--- src/rtl/xor_burst_arbiter_if.sv ---
// Request/data/valid bundle from the two producers plus the grant, ready
// and checksum-result signals returned by xor_burst_arbiter.
interface xor_burst_arbiter_if #(
    parameter int NB_G  = 16,
    parameter int LEN_W = 4
);
    logic [1:0]       req_i;
    logic [LEN_W-1:0] len0_i;
    logic [LEN_W-1:0] len1_i;
    logic [NB_G-1:0]  data0_i;
    logic [NB_G-1:0]  data1_i;
    logic             valid0_i;
    logic             valid1_i;
    logic [1:0]       ready_o;
    logic [1:0]       gnt_o;
    logic             busy_o;
    logic             done_o;
    logic [NB_G-1:0]  sum_o;
    logic             src_o;

    modport master (
        output req_i, len0_i, len1_i, data0_i, data1_i, valid0_i, valid1_i,
        input  ready_o, gnt_o, busy_o, done_o, sum_o, src_o
    );

    modport slave (
        input  req_i, len0_i, len1_i, data0_i, data1_i, valid0_i, valid1_i,
        output ready_o, gnt_o, busy_o, done_o, sum_o, src_o
    );
endinterface

--- src/rtl/xor_burst_arbiter.sv ---
// Round-robin arbiter sharing one XOR accumulator between two burst
// producers; each granted burst is folded into a checksum reported on done.
module xor_burst_arbiter #(
    parameter int NB_G  = 16,
    parameter int LEN_W = 4
) (
    input  logic               clk_i,
    input  logic               rst_ni,
    xor_burst_arbiter_if.slave bus
);
    typedef enum logic [1:0] {
        IDLE = 2'd0,
        RUN  = 2'd1,
        DONE = 2'd2
    } state_t;

    state_t           state_r, state_s;
    logic [1:0]       gnt_r, gnt_s;
    logic [LEN_W-1:0] cnt_r, cnt_s;
    logic [NB_G-1:0]  acc_r, acc_s;
    logic [NB_G-1:0]  sum_r;
    logic             src_r;
    logic             last_r;
    logic             win_s;
    logic             hs_s;
    logic [NB_G-1:0]  word_s;

    // Accumulate stage: carry-free bitwise fold, width preserved.
    function automatic logic [NB_G-1:0] xor_cell(input logic [NB_G-1:0] a,
                                                 input logic [NB_G-1:0] b);
        return a ^ b;
    endfunction

    // Arbitration, word selection and next-state decode.
    always_comb begin
        state_s = state_r;
        gnt_s   = gnt_r;
        cnt_s   = cnt_r;
        acc_s   = acc_r;
        win_s   = 1'b0;
        hs_s    = 1'b0;
        word_s  = {NB_G{1'b0}};

        if (bus.req_i == 2'b11) begin
            win_s = ~last_r;
        end else begin
            win_s = bus.req_i[1];
        end

        // Only the granted requester's valid can ever form a handshake.
        if (gnt_r[1]) begin
            word_s = bus.data1_i;
            hs_s   = bus.valid1_i;
        end else begin
            word_s = bus.data0_i;
            hs_s   = bus.valid0_i;
        end

        case (state_r)
            IDLE: begin
                if (bus.req_i != 2'b00) begin
                    gnt_s = win_s ? 2'b10 : 2'b01;
                    cnt_s = win_s ? bus.len1_i : bus.len0_i;
                    acc_s = {NB_G{1'b0}};
                    if (cnt_s == {LEN_W{1'b0}}) begin
                        state_s = DONE;
                    end else begin
                        state_s = RUN;
                    end
                end else begin
                    gnt_s = 2'b00;
                end
            end
            RUN: begin
                if (hs_s) begin
                    acc_s = xor_cell(acc_r, word_s);
                    cnt_s = cnt_r - LEN_W'(1);
                    if (cnt_r == LEN_W'(1)) begin
                        state_s = DONE;
                    end else begin
                        state_s = RUN;
                    end
                end else begin
                    state_s = RUN;
                end
            end
            DONE: begin
                state_s = IDLE;
                gnt_s   = 2'b00;
            end
            default: begin
                state_s = IDLE;
                gnt_s   = 2'b00;
            end
        endcase
    end

    // State, accumulator and result registers; result captured on entry to DONE.
    always_ff @(posedge clk_i or negedge rst_ni) begin
        if (!rst_ni) begin
            state_r <= IDLE;
            gnt_r   <= 2'b00;
            cnt_r   <= {LEN_W{1'b0}};
            acc_r   <= {NB_G{1'b0}};
            sum_r   <= {NB_G{1'b0}};
            src_r   <= 1'b0;
            last_r  <= 1'b1;
        end else begin
            state_r <= state_s;
            gnt_r   <= gnt_s;
            cnt_r   <= cnt_s;
            acc_r   <= acc_s;
            if (state_s == DONE) begin
                sum_r  <= acc_s;
                src_r  <= gnt_s[1];
                last_r <= gnt_s[1];
            end
        end
    end

    assign bus.gnt_o   = gnt_r;
    assign bus.ready_o = (state_r == RUN) ? gnt_r : 2'b00;
    assign bus.busy_o  = (state_r != IDLE);
    assign bus.done_o  = (state_r == DONE);
    assign bus.sum_o   = sum_r;
    assign bus.src_o   = src_r;
endmodule
--- src/flat_wrapper.sv ---
// flat-port wrapper written by rule: the top's interface ports become plain ports
module xor_burst_arbiter_flat 
#(
    parameter int NB_G  = 16,
    parameter int LEN_W = 4
)
  (clk_i, rst_ni, bus_req_i, bus_len0_i, bus_len1_i, bus_data0_i, bus_data1_i, bus_valid0_i, bus_valid1_i, bus_ready_o, bus_gnt_o, bus_busy_o, bus_done_o, bus_sum_o, bus_src_o);
  xor_burst_arbiter_if #(.NB_G(NB_G), .LEN_W(LEN_W)) bus_i ();
  input  logic clk_i;
  input  logic rst_ni;
  input wire logic [$bits(bus_i.req_i)-1:0] bus_req_i;
  input wire logic [$bits(bus_i.len0_i)-1:0] bus_len0_i;
  input wire logic [$bits(bus_i.len1_i)-1:0] bus_len1_i;
  input wire logic [$bits(bus_i.data0_i)-1:0] bus_data0_i;
  input wire logic [$bits(bus_i.data1_i)-1:0] bus_data1_i;
  input wire logic [$bits(bus_i.valid0_i)-1:0] bus_valid0_i;
  input wire logic [$bits(bus_i.valid1_i)-1:0] bus_valid1_i;
  output wire logic [$bits(bus_i.ready_o)-1:0] bus_ready_o;
  output wire logic [$bits(bus_i.gnt_o)-1:0] bus_gnt_o;
  output wire logic [$bits(bus_i.busy_o)-1:0] bus_busy_o;
  output wire logic [$bits(bus_i.done_o)-1:0] bus_done_o;
  output wire logic [$bits(bus_i.sum_o)-1:0] bus_sum_o;
  output wire logic [$bits(bus_i.src_o)-1:0] bus_src_o;
  assign bus_i.req_i = bus_req_i;
  assign bus_i.len0_i = bus_len0_i;
  assign bus_i.len1_i = bus_len1_i;
  assign bus_i.data0_i = bus_data0_i;
  assign bus_i.data1_i = bus_data1_i;
  assign bus_i.valid0_i = bus_valid0_i;
  assign bus_i.valid1_i = bus_valid1_i;
  assign bus_ready_o = bus_i.ready_o;
  assign bus_gnt_o = bus_i.gnt_o;
  assign bus_busy_o = bus_i.busy_o;
  assign bus_done_o = bus_i.done_o;
  assign bus_sum_o = bus_i.sum_o;
  assign bus_src_o = bus_i.src_o;
  xor_burst_arbiter #(.NB_G(NB_G), .LEN_W(LEN_W)) u_core (.clk_i(clk_i), .rst_ni(rst_ni), .bus(bus_i));
endmodule
--- config.mk ---
export PLATFORM = sky130hd
export DESIGN_NAME = xor_burst_arbiter_flat
export DESIGN_NICKNAME = d
export VERILOG_FILES = /design/src/rtl/xor_burst_arbiter_if.sv /design/src/rtl/xor_burst_arbiter.sv /design/src/flat_wrapper.sv
export SDC_FILE = /design/constraint.sdc
export NUM_CORES = 1
export LEC_CHECK = 0
export BUFFER_PORTS_ARGS = -buffer_cell sky130_fd_sc_hd__buf_2
export CAP_MARGIN = 20
export CORE_MARGIN = 2
export CORE_UTILIZATION = 53
export CTS_BUF_LIST = sky130_fd_sc_hd__clkbuf_8
export DETAILED_ROUTE_END_ITERATION = 16
export GPL_TIMING_DRIVEN = 1
export PLACE_DENSITY = 0.81
export SLEW_MARGIN = 10
export SYNTH_ARGS = -nofsm -noshare
export SYNTH_HDL_FRONTEND = slang
export SYNTH_SLANG_ARGS = --single-unit
--- constraint.sdc ---
create_clock -name clk_i -period 2.6 [get_ports clk_i]
set_input_delay 0.39 -clock clk_i [delete_from_list [all_inputs] [get_ports clk_i]]
set_output_delay 0.39 -clock clk_i [all_outputs]
set_load 0.005 [all_outputs]
==> flow_metrics.py <==
metrics = {
    "outcome": {
        "status": "completed",
    },
    "floorplan": {
        "row_count": 23,
        "die_height_um": 68.6,
        "start_util_pct": 55.2,
        "core_um2": 4000,
        "die_w_um": 68.6,
        "ioPinCount": 69,
        "dieArea_um2": 4700,
    },
    "detailed_routing": {
        "initialDrtViolationCount": 70,
        "postRouteAntennaNets": 0,
        "wl_per_cell_um": 15.3,
        "wl_met1_mm": 2.01,
        "dr.pass1.iters": 4,
        "viasPerCell": 5.42,
        "dr.max_layer_used": "met4",
        "drc": 0,
        "dr_total_vias": 1641,
        "met3_length_um": 307,
        "wirelength_mm": 4.63,
        "met2_length_mm": 2.27,
    },
    "cts": {
        "h-tree-depth": 2,
        "cts_num_sinks": 42,
        "cts_buffers": 5,
        "cts_tree": "done",
        "clockBufferDepth": 2,
        "clk_latency_ns": 0.30,
        "ctsHoldBuffers": 0,
        "cts_setup_buffers": 0,
        "root_buffer": "clkbuf_8",
        "clk_pin_slew_worst_paths_ns": 0.08,
        "ctsResizeCount": 0,
    },
    "placement": {
        "place_area_um2": 2590,
        "gp_congestion": 0.695,
        "dp_cells": 294,
        "port_buffers": 68,
        "hpwl_mm": 3.37,
    },
    "final_layout": {
        "nets": 300,
        "fin_area_um2": 2690,
        "final_common_cell": "buf_2",
        "final_cell_mix": "buf_2, dfrtp_1, mux2i_1, o21ai_0, nor3_1",
        "synthToLayoutAreaGrowth_pct": 21.6,
        "drive_gt1_share_pct": 43.5,
        "antennaDiodeCount": 0,
        "layout.cells.non_filler": 303,
        "nFillCells": 293,
    },
    "pwr": {
        "p_leak_nw": 1.30,
        "p_per_area_nw_per_um2": 1110,
        "irDropWorstVdd_mv": 0.658,
    },
    "critical_path": {
        "end_kind": "register",
        "crit_required_ns": 2.79,
        "cp-start-kind": "register",
        "critical_path_class": "register to register",
        "critPathMaxFanout": 19,
        "cp.arrival_ns": 2.09,
    },
    "global_routing": {
        "grt_pass1_vias": 1648,
        "grt_max_degree": 43,
        "grt_usage_pct": 22.1,
        "antenna_found_initial": 0,
        "grt_pass1_wl_mm": 7.53,
        "grt-ovfl-total": 0,
    },
    "logic_synthesis": {
        "synth_xor_area_share_pct": 0,
        "syn_nets": 227,
        "muxShareOfSynthArea_pct": 30.0,
        "ys_seq_area_share_pct": 47.6,
        "ys_warn_count": 0,
        "netlist_area_um2": 2210,
        "synth_simple_gate_area_share_pct": 9.41,
        "ys_types": 31,
        "synthAdderAreaFrac_pct": 1.13,
        "synth_area_per_cell_um2": 12.3,
        "synth_compound_area_share_pct": 8.22,
        "synthesis.instances": 179,
        "synth_seq_cells": 42,
        "synth_top_family_by_area": "multiplexers",
    },
    "timing": {
        "setup_viol": 0,
        "fmax_mhz": 525,
        "min_period_over_period_pct": 73.3,
        "rsz0062_at_grt": "false",
        "min_period_ns": 1.91,
        "slew_viol_final": 0,
        "fin_skew_ns": 0.00446,
        "relSlewSlack_pct": 39.4,
        "finalSetupTns_ns": 0,
        "hold_viol": 0,
        "worst_pin_slew_ns": 0.909,
    },
    "worst_hold_path": {
        "hold_class": "input port to async pin",
    },
    "run": {
        "maxCapViolations": 0,
    },
}
==> worst paths after layout <==
check	slack, ns	endpoint	cells past startpoint	start
min in group clk_i	0.47	u_core.acc_r[15]	1	u_core.acc_r[15]
max in group asynchronous	1.82	u_core.acc_r[5]	1	rst_ni
hold / removal	0.22	u_core.bus.gnt_o[0]	1	rst_ni
hold reg to reg	0.47	u_core.acc_r[15]	1	u_core.acc_r[15]
setup reg to reg	0.69	u_core.bus.sum_o[8]	5	u_core.last_r
setup / recovery	0.69	u_core.bus.sum_o[8]	5	u_core.last_r
==> worst max-delay path, stage by stage (launching register included) <==
cell	delay (ns)
dfstp_2	0.38
a21boi_2	0.35
mux2i_1	0.21
o2bb2ai_4	0.16
buf_4	0.31
mux2_2	0.38
==> layout make-up <==
cell class | instances | area [um^2] | area share, %
sequential | 42 | 1050 | 39.2
multi-input combinational | 125 | 1080 | 40.1
clock buffer | 5 | 68.8 | 2.56
clock inverter | 3 | 17.5 | 0.652
tap | 50 | 62.6 | 2.33
timing repair buffer | 76 | 400 | 14.9
inverter | 2 | 7.51 | 0.279
==> where the power goes <==
| group | switching [W] | leakage [nW] | internal (W) |
|---|---|---|---|
| Clock | 0.000227 | 0.0493 | 0.000186 |
| Sequential | 0.000193 | 0.521 | 0.000975 |
| Combinational | 0.000679 | 0.733 | 0.000725 |
==> per-layer routing <==
| metal | track usage, % | vias up |
|---|---|---|
| li1 | - | 797 |
| met1 | 27.3 | 780 |
| met2 | 38.1 | 56 |
| met3 | 5.68 | 8 |
| met4 | 6.25 | 0 |
| met5 | 0 | - |
==> state kept, by name, indices dropped and copies added, names as in the netlist <==
signal	count
u_core.acc_r	16
u_core.bus.gnt_o	2
u_core.state_r	2
u_core.last_r	1
u_core.bus.sum_o	16
u_core.cnt_r	4
u_core.bus.src_o	1
==> cell families (layout without fill, tap and decap cells) <==
| group | Yosys count | after routing |
|---|---|---|
| DFF | 42 | 42 |
| buffers and inverters | 12 | 86 |
| muxes | 59 | 59 |
| adders and majority gates | 2 | 2 |
| AOI/OAI and AO/OA | 29 | 29 |
| and+or+nand+nor | 35 | 35 |
==> synth_stat cells (all sizes together) <==
cell type / number / area (um^2)
o2bb2ai: 1 / 27.5
o22ai: 1 / 6.26
buf: 6 / 56.3
or2: 2 / 15.0
mux2i: 38 / 393
nor2: 4 / 15.0
nor3: 17 / 85.1
nand2b: 3 / 18.8
a22o: 1 / 8.76
clkbuf: 4 / 15.0
dfstp: 1 / 26.3
inv: 2 / 7.51
nor4: 2 / 12.5
nand3: 1 / 5.00
mux2: 21 / 270
a21oi: 4 / 20.0
nor4b: 1 / 23.8
and2: 2 / 12.5
o21bai: 1 / 7.51
a21boi: 1 / 11.3
ha: 2 / 25.0
dfrtp: 41 / 1030
nor2b: 2 / 12.5
o21ai: 20 / 100
nand3b: 1 / 7.51
==> stage by stage <==
step | hold WS [ns] | power [W] | setup WS, ns | util [%]
final | 0.221 | 0.00299 | 0.694 | 67.2
after global routing | 0.289 | 0.00323 | 0.592 | 67.2
after CTS | 0.250 | 0.00301 | 0.607 | 67.0
after detailed placement | 0.463 | 0.00259 | 0.266 | 64.8
after global placement | 0.447 | 0.00252 | 0.273 | 64.8
after floorplan | 0.0944 | 0.00214 | 0.732 | -
No activity file was read; power rests on OpenSTA's default activity.
